## config.mk

```make
export PLATFORM = sky130hd
export DESIGN_NAME = rotation_phase_gen
export DESIGN_NICKNAME = d
export VERILOG_FILES = /design/src/rtl/rotation_phase_gen.sv
export SDC_FILE = /design/constraint.sdc
export NUM_CORES = 1
export LEC_CHECK = 0
export CAP_MARGIN = 0
export CELL_PAD_IN_SITES_DETAIL_PLACEMENT = 2
export CELL_PAD_IN_SITES_GLOBAL_PLACEMENT = 2
export CORE_AREA = 2 2 131 133
export CTS_CLUSTER_SIZE = 20
export DETAILED_ROUTE_END_ITERATION = 8
export DIE_AREA = 0 0 133 135
export PLACE_DENSITY_LB_ADDON = 0.25
export SKIP_LAST_GASP = 1
export SLEW_MARGIN = 20
export SYNTH_ARGS = -nofsm -noshare
export SYNTH_HDL_FRONTEND = slang
export SYNTH_SLANG_ARGS = --single-unit
```

## constraint.sdc

```tcl
create_clock -name clk -period 2.9 [get_ports clk]
set_clock_uncertainty 0.15 [all_clocks]
set_input_delay 0.58 -clock clk [delete_from_list [all_inputs] [get_ports clk]]
set_output_delay 0.58 -clock clk [all_outputs]
set_load 0.05 [all_outputs]
```

## src/rtl/rotation_phase_gen.sv

```systemverilog
// rotation_phase_gen
//   Measures the revolution period from debounced break-beam rising edges and
//   subdivides each revolution into 2^THETA_BITS equal angle steps for the
//   texture-column mapper.
//
//   Ports
//     clk          system clock, all logic on the rising edge
//     reset        synchronous active-low reset
//     break_clean  debounced break-beam level; rising edge = revolution start
//     theta        current angle step (0 outside the locked state)
//     period       last accepted edge-to-edge distance in cycles
//     locked       high while theta tracks a measured period
//     rev_strobe   one-cycle pulse per accepted edge
//
//   MIN_PERIOD must be >= 2^THETA_BITS so step_len can never be zero.
module rotation_phase_gen #(
  parameter int THETA_BITS  = 6,
  parameter int PERIOD_BITS = 28,
  parameter int MIN_PERIOD  = 1000
) (
  input  logic                   clk,
  input  logic                   reset,
  input  logic                   break_clean,
  output logic [THETA_BITS-1:0]  theta,
  output logic [PERIOD_BITS-1:0] period,
  output logic                   locked,
  output logic                   rev_strobe
);

  typedef enum logic [1:0] {
    IDLE    = 2'd0,
    ACQUIRE = 2'd1,
    LOCK    = 2'd2
  } state_t;

  localparam logic [PERIOD_BITS-1:0] CNT_MAX   = '1;
  localparam logic [PERIOD_BITS-1:0] MIN_P     = PERIOD_BITS'(MIN_PERIOD);
  localparam logic [THETA_BITS-1:0]  THETA_MAX = '1;

  state_t                 state_q, state_d;
  logic                   prev;
  logic [PERIOD_BITS-1:0] cnt;
  logic [PERIOD_BITS-1:0] step_len;
  logic [PERIOD_BITS-1:0] step_cnt;

  logic edge_det, accept, timeout;

  assign edge_det = break_clean & ~prev;
  // The first edge after IDLE has no reference, so it is taken regardless of cnt.
  assign accept   = edge_det && ((state_q == IDLE) || (cnt >= MIN_P));
  // Saturated counter means the rotor stopped (or never started again).
  assign timeout  = (cnt == CNT_MAX) && (state_q != IDLE);

  assign locked   = (state_q == LOCK);

  // State register
  always_ff @(posedge clk) begin
    if (!reset) state_q <= IDLE;
    else        state_q <= state_d;
  end

  // Next state; an accepted edge outranks a simultaneous timeout.
  always_comb begin
    state_d = state_q;
    case (state_q)
      IDLE:    if (accept) state_d = ACQUIRE;
      ACQUIRE: if (accept) state_d = LOCK;
               else if (timeout) state_d = IDLE;
      LOCK:    if (!accept && timeout) state_d = IDLE;
      default: state_d = IDLE;
    endcase
  end

  // Datapath: period counter, period/step latch, theta stepping
  always_ff @(posedge clk) begin
    if (!reset) begin
      prev       <= 1'b0;
      cnt        <= '0;
      period     <= '0;
      step_len   <= '0;
      step_cnt   <= '0;
      theta      <= '0;
      rev_strobe <= 1'b0;
    end else begin
      prev       <= break_clean;
      rev_strobe <= accept;

      // cnt is 1 the cycle after an edge, so at the next edge it equals the
      // exact edge-to-edge distance.
      if (accept)               cnt <= {{(PERIOD_BITS-1){1'b0}}, 1'b1};
      else if (cnt != CNT_MAX)  cnt <= cnt + 1'b1;

      if (accept) begin
        theta    <= '0;
        step_cnt <= '0;
        if (state_q != IDLE) begin
          period   <= cnt;
          step_len <= cnt >> THETA_BITS;
        end
      end else if (timeout) begin
        theta    <= '0;
        step_cnt <= '0;
      end else if (state_q == LOCK) begin
        if (step_cnt == step_len - 1'b1) begin
          step_cnt <= '0;
          // Hold the last column if the rotor slows down.
          if (theta != THETA_MAX) theta <= theta + 1'b1;
        end else begin
          step_cnt <= step_cnt + 1'b1;
        end
      end
    end
  end

endmodule

```

==> flow_metrics.py, run 1 <==
metrics = {
    "job": {
        "cap_viol_max_count": 0,
    },
    "route": {
        "drt-vias-per-instance": 5.24,
        "routedWlPerCell_um": 19.7,
        "top_layer": "met4",
        "ant_nets": 0,
        "drt-initial-drc-count": 173,
        "met3_wirelength_um": 351,
        "wl_um": 17700,
        "dr.pass1.iters": 4,
        "vias": 4719,
        "drcViolationCount": 0,
        "wl_met1_um": 7350,
        "wl_met2_um": 9570,
    },
    "setup_path": {
        "crit_path_max_fanout": 7,
        "cp.required_ns": 2.99,
        "r2r_end": "step_cnt[20]$_SDFFE_PP0P_",
        "end_kind": "flip-flop",
        "r2r_start": "period[21]$_SDFFE_PN0P_",
        "start_kind": "flip-flop",
        "r2r_setup_slack_ns": -0.08,
        "cp.arrival_ns": 3.08,
        "ff2ff_path_depth": 10,
        "critical_path_class": "flip-flop to flip-flop",
    },
    "timing": {
        "clock.fmax_ghz": 0.335,
        "worstMarginPinSlew_ns": 0.622,
        "setup_violations": 31,
        "tns_ns": -1.46,
        "slew_headroom_pct": 58.1,
        "rsz0062_at_grt": "yes",
        "fin_crit_ns": 2.98,
        "fin_hold_ws_ns": 0.335,
        "setup_slack_ns": -0.0819,
        "post-route-period-util_pct": 103,
        "drv_slew": 0,
        "hold_viol": 0,
    },
    "status": {
        "status": "finished, violations left",
        "violations": "setup timing",
    },
    "clock_tree": {
        "cts_sinks": 94,
        "clkTransAtPathRegs_ns": 0.07,
        "cts_root_buffer": "clkbuf_16",
        "clk_latency_ns": 0.35,
        "tritoncts": "done",
        "clock_path_buffers": 2,
        "ctsHtreeMaxLevel": 3,
        "cts_hold_buffers": 0,
        "numCtsBuffers": 9,
    },
    "die": {
        "die_area_um2": 18000,
        "coreArea_um2": 16400,
        "die_height_um": 135,
        "initial_core_util_pct": 29.8,
        "rows": 47,
        "fp.dieW_um": 133,
        "io-pin-count": 39,
    },
    "power_and_ir_drop": {
        "power_frac_seq_pct": 49.4,
        "p_comb_share_pct": 5.3,
        "swShare_pct": 25.9,
        "p_per_area_nw_per_um2": 400,
        "internal-power_uw": 1950,
        "vdd_drop_max_mv": 0.270,
        "p_sw_uw": 682,
        "p_clk_share_pct": 45.3,
        "p_leak_uw": 0.00257,
    },
    "finish": {
        "multi_input_area_um2": 3020,
        "regArea_um2": 1910,
        "syn_to_final_growth_pct": 34.5,
        "final_area_um2": 6580,
        "num-fill-cells": 1798,
        "utilization_pct": 40.1,
        "num_antenna_cells": 0,
        "drive_gt1_share_pct": 20.6,
        "final_nets": 683,
    },
    "logic_synthesis": {
        "synthCells": 578,
        "synth_edf_count": 0,
        "ys_top_cells_by_area": "dfxtp_1 38%, xor2_1 7.0%, xnor2_1 6.3%",
        "synth_top_area_share_pct": 38.5,
        "synth_ff_type": "dfxtp_1",
        "ys_ff_latch": 94,
        "synth_area_per_cell_um2": 8.46,
        "yosysSeqAreaShare_pct": 38.5,
        "synth_cell_types": 54,
        "synthArstFlopShare_pct": 0,
        "synth_fp_nets": 586,
        "yosysWarnings": 0,
        "yosysTopAreaCell": "dfxtp_1",
        "syn_area_um2": 4890,
    },
    "global_route": {
        "antenna_found_initial": 0,
        "grt_first_pass_wirelength_um": 27100,
        "grt.total_usage_pct": 19.1,
        "overflow": 0,
        "grt_max_degree": 35,
        "grt_pass1_vias": 5124,
    },
    "hold_path": {
        "worstHoldStart": "state_q[1]$_SDFFE_PN0P_",
        "holdPathEnd": "state_q[0]$_SDFFE_PN0P_",
        "hold_path.class": "flip-flop to flip-flop",
        "min_path_cells": 1,
    },
    "placed_design": {
        "dp_hpwl_um": 12400,
        "place_area_um2": 5950,
        "gp_congestion": 0.795,
        "io_buffers": 38,
    },
}
-- critical path, stage by stage (launching register included) --
cell and delay (ns):
dfxtp_4 0.34, or4_4 0.54, or3_1 0.37, or3_4 0.38
a21oi_4 0.18, buf_4 0.14, o2111ai_4 0.16, nor4_4 0.19
buf_6 0.18, clkbuf_16 0.16, nor3_1 0.07
-- timing repair --
action,in CTS,in global routing
cloned,0,4
buffers inserted,2,8
gates resized for setup,8,35
endpoints found under the setup margin,34,37
pin swaps,2,19
-- final cells by class --
class,count,share of cell area (%)
multi-input combinational,445,45.9
sequential,94,29.0
timing repair buffer,112,15.8
tap,220,4.18
clock buffer,9,3.42
clock inverter,7,0.970
inverter,13,0.780
-- layer usage --
metal | up-vias | global-route usage (%)
met5 | - | 0
met4 | 0 | 7.17
met3 | 32 | 2.48
met2 | 67 | 36.5
met1 | 2373 | 21.7
li1 | 2247 | -
-- cells by family (layout without fill, tap and decap cells) --
group | count (synthesis) | in the layout | synth area share, %
simple gates | 279 | 279 | 29.7
flops | 94 | 94 | 38.5
xor+xnor | 74 | 74 | 13.3
compound gates | 59 | 59 | 7.75
buf+inv | 39 | 141 | 3.51
mux | 28 | 28 | 6.04
fa+ha+maj | 5 | 5 | 1.28
-- synthesized netlist by cell type (all sizes together), types with 4 or more instances --
master,number
dfxtp,94
nand3b,4
nor4,18
nor3,41
and2,6
a31oi,6
a21oi,22
clkbuf,17
or4,4
ha,5
mux2i,25
nor2b,4
and3,8
o21ai,9
nand2,28
xnor2,35
nand4,22
inv,13
nand3,35
buf,9
xor2,39
nand2b,7
or3,10
nor2,80
-- cells in the final DEF, fill, tap and decap left out, types with 8 or more instances in the layout --
master and count:
dfxtp_1 83, nor2_1 80, buf_4 64, xor2_1 39, clkdlybuf4s50_1 37, nor3_1 35, nand3_1 34, xnor2_1 34
nand2_1 28, mux2i_1 25, nand4_1 22, a21oi_1 19, clkbuf_16 12, inv_1 11, nor4_1 11, or3_1 8
-- power by group through the flow --
stage | combinational, uW | clock, uW | sequential, uW
finish | 138 | 1190 | 1300
global route | 152 | 1280 | 1300
CTS | 133 | 1230 | 1300
detailed placement | 132 | 0 | 1330
global placement | 126 | 0 | 1330
floorplan | 74.1 | 0 | 1340
-- how the worst max path moves through the flow --
stage | from | endpoint | slack, ns | cells past startpoint
after floorplan | period[21]$_SDFFE_PN0P_ | step_cnt[13]$_SDFFE_PP0P_ | 0.001 | 9
after global placement | period[6]$_SDFFE_PN0P_ | theta[2]$_SDFFE_PP0P_ | -0.06 | 9
after detailed placement | period[6]$_SDFFE_PN0P_ | theta[2]$_SDFFE_PP0P_ | -0.26 | 9
after CTS | period[7]$_SDFFE_PN0P_ | step_cnt[17]$_SDFFE_PP0P_ | 0.007 | 13
after global routing | period[21]$_SDFFE_PN0P_ | step_cnt[20]$_SDFFE_PP0P_ | -0.17 | 10
final | period[21]$_SDFFE_PN0P_ | step_cnt[20]$_SDFFE_PP0P_ | -0.08 | 10
-- through the flow --
stage / std cells / setup slack, ns / power [uW]
final: 900 / -0.0819 / 2630
after global routing: 900 / -0.165 / 2730
after CTS: 889 / 0.00691 / 2660
after detailed placement: 871 / -0.259 / 1460
after global placement: 871 / -0.0606 / 1460
after floorplan: 578 / 0.00119 / 1410
-- sequential cells by signal, indices dropped and copies added (netlist names) --
signal and flops:
state_q 2, rev_strobe 1, theta 6, cnt 28
prev 1, period 28, step_cnt 28
Power figures use the tool's default switching activity.
==> run 2: changes to the inputs <==
--- a/config.mk
+++ b/config.mk
@@ -5,7 +5,6 @@
 export SDC_FILE = /design/constraint.sdc
 export NUM_CORES = 1
 export LEC_CHECK = 0
-export CAP_MARGIN = 0
 export CELL_PAD_IN_SITES_DETAIL_PLACEMENT = 2
 export CELL_PAD_IN_SITES_GLOBAL_PLACEMENT = 2
 export CORE_AREA = 2 2 131 133
==> results of run 2 <==
No change in the layout: final DEF, timing and power equal those of run 1.
==> run 3: changes to the inputs <==
--- a/config.mk
+++ b/config.mk
@@ -7,10 +7,10 @@
 export LEC_CHECK = 0
 export CELL_PAD_IN_SITES_DETAIL_PLACEMENT = 2
 export CELL_PAD_IN_SITES_GLOBAL_PLACEMENT = 2
-export CORE_AREA = 2 2 131 133
+export CORE_AREA = 2 2 127 129
 export CTS_CLUSTER_SIZE = 20
 export DETAILED_ROUTE_END_ITERATION = 8
-export DIE_AREA = 0 0 133 135
+export DIE_AREA = 0 0 129 131
 export PLACE_DENSITY_LB_ADDON = 0.25
 export SKIP_LAST_GASP = 1
 export SLEW_MARGIN = 20
==> run 3 against run 2 <==
  * The run still ends with setup timing left
  * Clock power is essentially flat
  * Register-to-register slack got worse by 0.20 ns
  * Highest routed layer unchanged
  * Hold slack improved by 0.0022 ns
  * Flip-flop and latch count unchanged
  * Critical endpoint is now step_cnt[13]$_SDFFE_PP0P_
  * Cell count increased by 0.33%
  * Non-clock buffer count rose by 7
  * Sequential power is essentially flat
==> flow_metrics.py, run 3 (same netlist as run 1, synthesis figures left out) <==
metrics = {
    "global_route": {
        "grt_max_degree": 35,
        "antenna_found_initial": 0,
        "grt_use_met2_pct": 39.9,
        "overflow": 0,
        "top_usage_layer": "met2",
        "grtUsageMet3_pct": 2.48,
        "grt_pass1_vias": 5231,
        "grt_use_met1_pct": 25.0,
        "grt.total_usage_pct": 21.7,
        "grt_first_pass_wirelength_um": 28300,
    },
    "die": {
        "die_height_um": 131,
        "die_area_um2": 16900,
        "rows": 46,
        "initial_core_util_pct": 31.3,
        "coreArea_um2": 15600,
        "io-pin-count": 39,
        "fp.dieW_um": 129,
    },
    "setup_path": {
        "cp_slowest_cell": "o31ai_1",
        "cp.arrival_ns": 3.27,
        "start_kind": "flip-flop",
        "critical_path_class": "flip-flop to flip-flop",
        "path_common_cell": "buf_4",
        "cp_num_buf_inv": 6,
        "path_delay_family": "simple AND/OR/NAND/NOR gates",
        "crit_chain": "buf_6, inv_4, ha_4, nor3b_4, buf_6, buf_4, nand4_1, o31ai_1, nand2_1, o2111ai_4, nor4_4, buf_4, buf_4, nor3_1",
        "end_kind": "flip-flop",
        "slowest_delay_ns": 0.54,
        "path_depth": 14,
        "crit_path_max_fanout": 7,
        "cp.required_ns": 2.99,
        "ff2ff_path_depth": 14,
    },
    "finish": {
        "instances_no_fill": 903,
        "utilization_pct": 43.1,
        "syn_to_final_growth_pct": 37.6,
        "final_common_cell": "dfxtp_1",
        "num_antenna_cells": 0,
        "layout_common_cells": "83 x dfxtp_1, 80 x nor2_1, 68 x buf_4",
        "final_nets": 690,
        "drive_gt1_share_pct": 22.4,
        "largestRegisters": "cnt x28, period x28, step_cnt x28",
    },
    "timing": {
        "setup_slack_ns": -0.284,
        "post-route-period-util_pct": 110,
        "clock.fmax_ghz": 0.314,
        "hold_viol": 0,
        "fin_crit_ns": 3.18,
        "rsz0062_at_grt": "yes",
        "drv_slew": 0,
        "setup_violations": 34,
        "fin_hold_ws_ns": 0.337,
        "tns_ns": -6.59,
        "slew_headroom_pct": 57.2,
        "worstMarginPinSlew_ns": 0.637,
    },
    "placed_design": {
        "io_buffers": 38,
        "placedCellCount": 866,
        "post-place-ws_ns": -0.320,
        "dp_hpwl_um": 12100,
        "gp_congestion": 0.812,
    },
    "clock_tree": {
        "tritoncts": "done",
        "cts_root_buffer": "clkbuf_16",
        "clock_path_buffers": 2,
        "clkTransAtPathRegs_ns": 0.07,
        "cts_hold_buffers": 0,
        "clk_latency_ns": 0.36,
        "cts_sinks": 94,
        "numCtsBuffers": 9,
        "ctsHtreeMaxLevel": 3,
    },
    "hold_path": {
        "min_path_cells": 1,
        "hold_path.class": "flip-flop to flip-flop",
    },
    "route": {
        "ant_nets": 0,
        "routedWlPerCell_um": 20.6,
        "drt-initial-drc-count": 181,
        "drcViolationCount": 0,
        "dr.pass1.iters": 4,
        "vias": 4751,
        "drt-vias-per-instance": 5.26,
        "wl_um": 18600,
    },
    "status": {
        "violations": "setup timing",
        "status": "finished, violations left",
    },
    "power_and_ir_drop": {
        "p_per_area_nw_per_um2": 393,
        "p_leak_uw": 0.00270,
        "vdd_drop_max_mv": 0.264,
    },
    "job": {
        "cap_viol_max_count": 0,
    },
}
run 3: cell types whose count changed in the layout (fill, tap and decap cells not counted), moves of 2 or more:
cell	delta
buf_4	+4
nor3_4	+4
buf_6	+3
nor3_2	-3
a31oi_1	-2
a31oi_2	+2
inv_8	-2
o21ai_1	-2
run 3: report_power, final:
part	switching, uW	internal [uW]	leakage, uW
combinational	85.4	46.9	0.00178
sequential	6.17	1290	0.000765
clock	551	662	0.000147
total	643	2000	0.00270
run 3: area by class of cell:
class,count,area (um^2)
clock inverters,5,38.8
well taps,216,270
clock buffers,11,264
inverters,13,53.8
repair buffers,119,1100
fillers,1682,8870
multi-input cells,445,3100
flip-flops and latches,94,1910
run 3: final timing paths:
| kind | from | endpoint | slack, ns |
|---|---|---|---|
| setup / recovery | period[7]$_SDFFE_PN0P_ | step_cnt[13]$_SDFFE_PP0P_ | -0.28 |
| hold / removal | state_q[1]$_SDFFE_PN0P_ | state_q[0]$_SDFFE_PN0P_ | 0.34 |
| setup reg to reg | period[7]$_SDFFE_PN0P_ | step_cnt[13]$_SDFFE_PP0P_ | -0.28 |
| hold reg to reg | state_q[1]$_SDFFE_PN0P_ | state_q[0]$_SDFFE_PN0P_ | 0.34 |
run 3: repair_timing:
| item | in CTS | in global routing |
|---|---|---|
| cloned | 2 | 1 |
| buffers inserted | 9 | 10 |
| pin swaps | 7 | 21 |
| endpoints found under the hold margin | 0 | 0 |
| endpoints found under the setup margin | 34 | 35 |
| resized for setup | 32 | 29 |
run 3: per-layer routing:
layer / wire length [um] / vias up
met5: 0 / -
met4: 719 / 0
met3: 399 / 44
met2: 10000 / 82
met1: 7490 / 2375
li1: - / 2250
run 3: per-stage QoR:
stage	total power, uW	cell area (um^2)
after floorplan	1410	4930
after global placement	1460	5940
after detailed placement	1460	5940
after CTS	2690	6520
after global routing	2740	6730
final	2650	6730
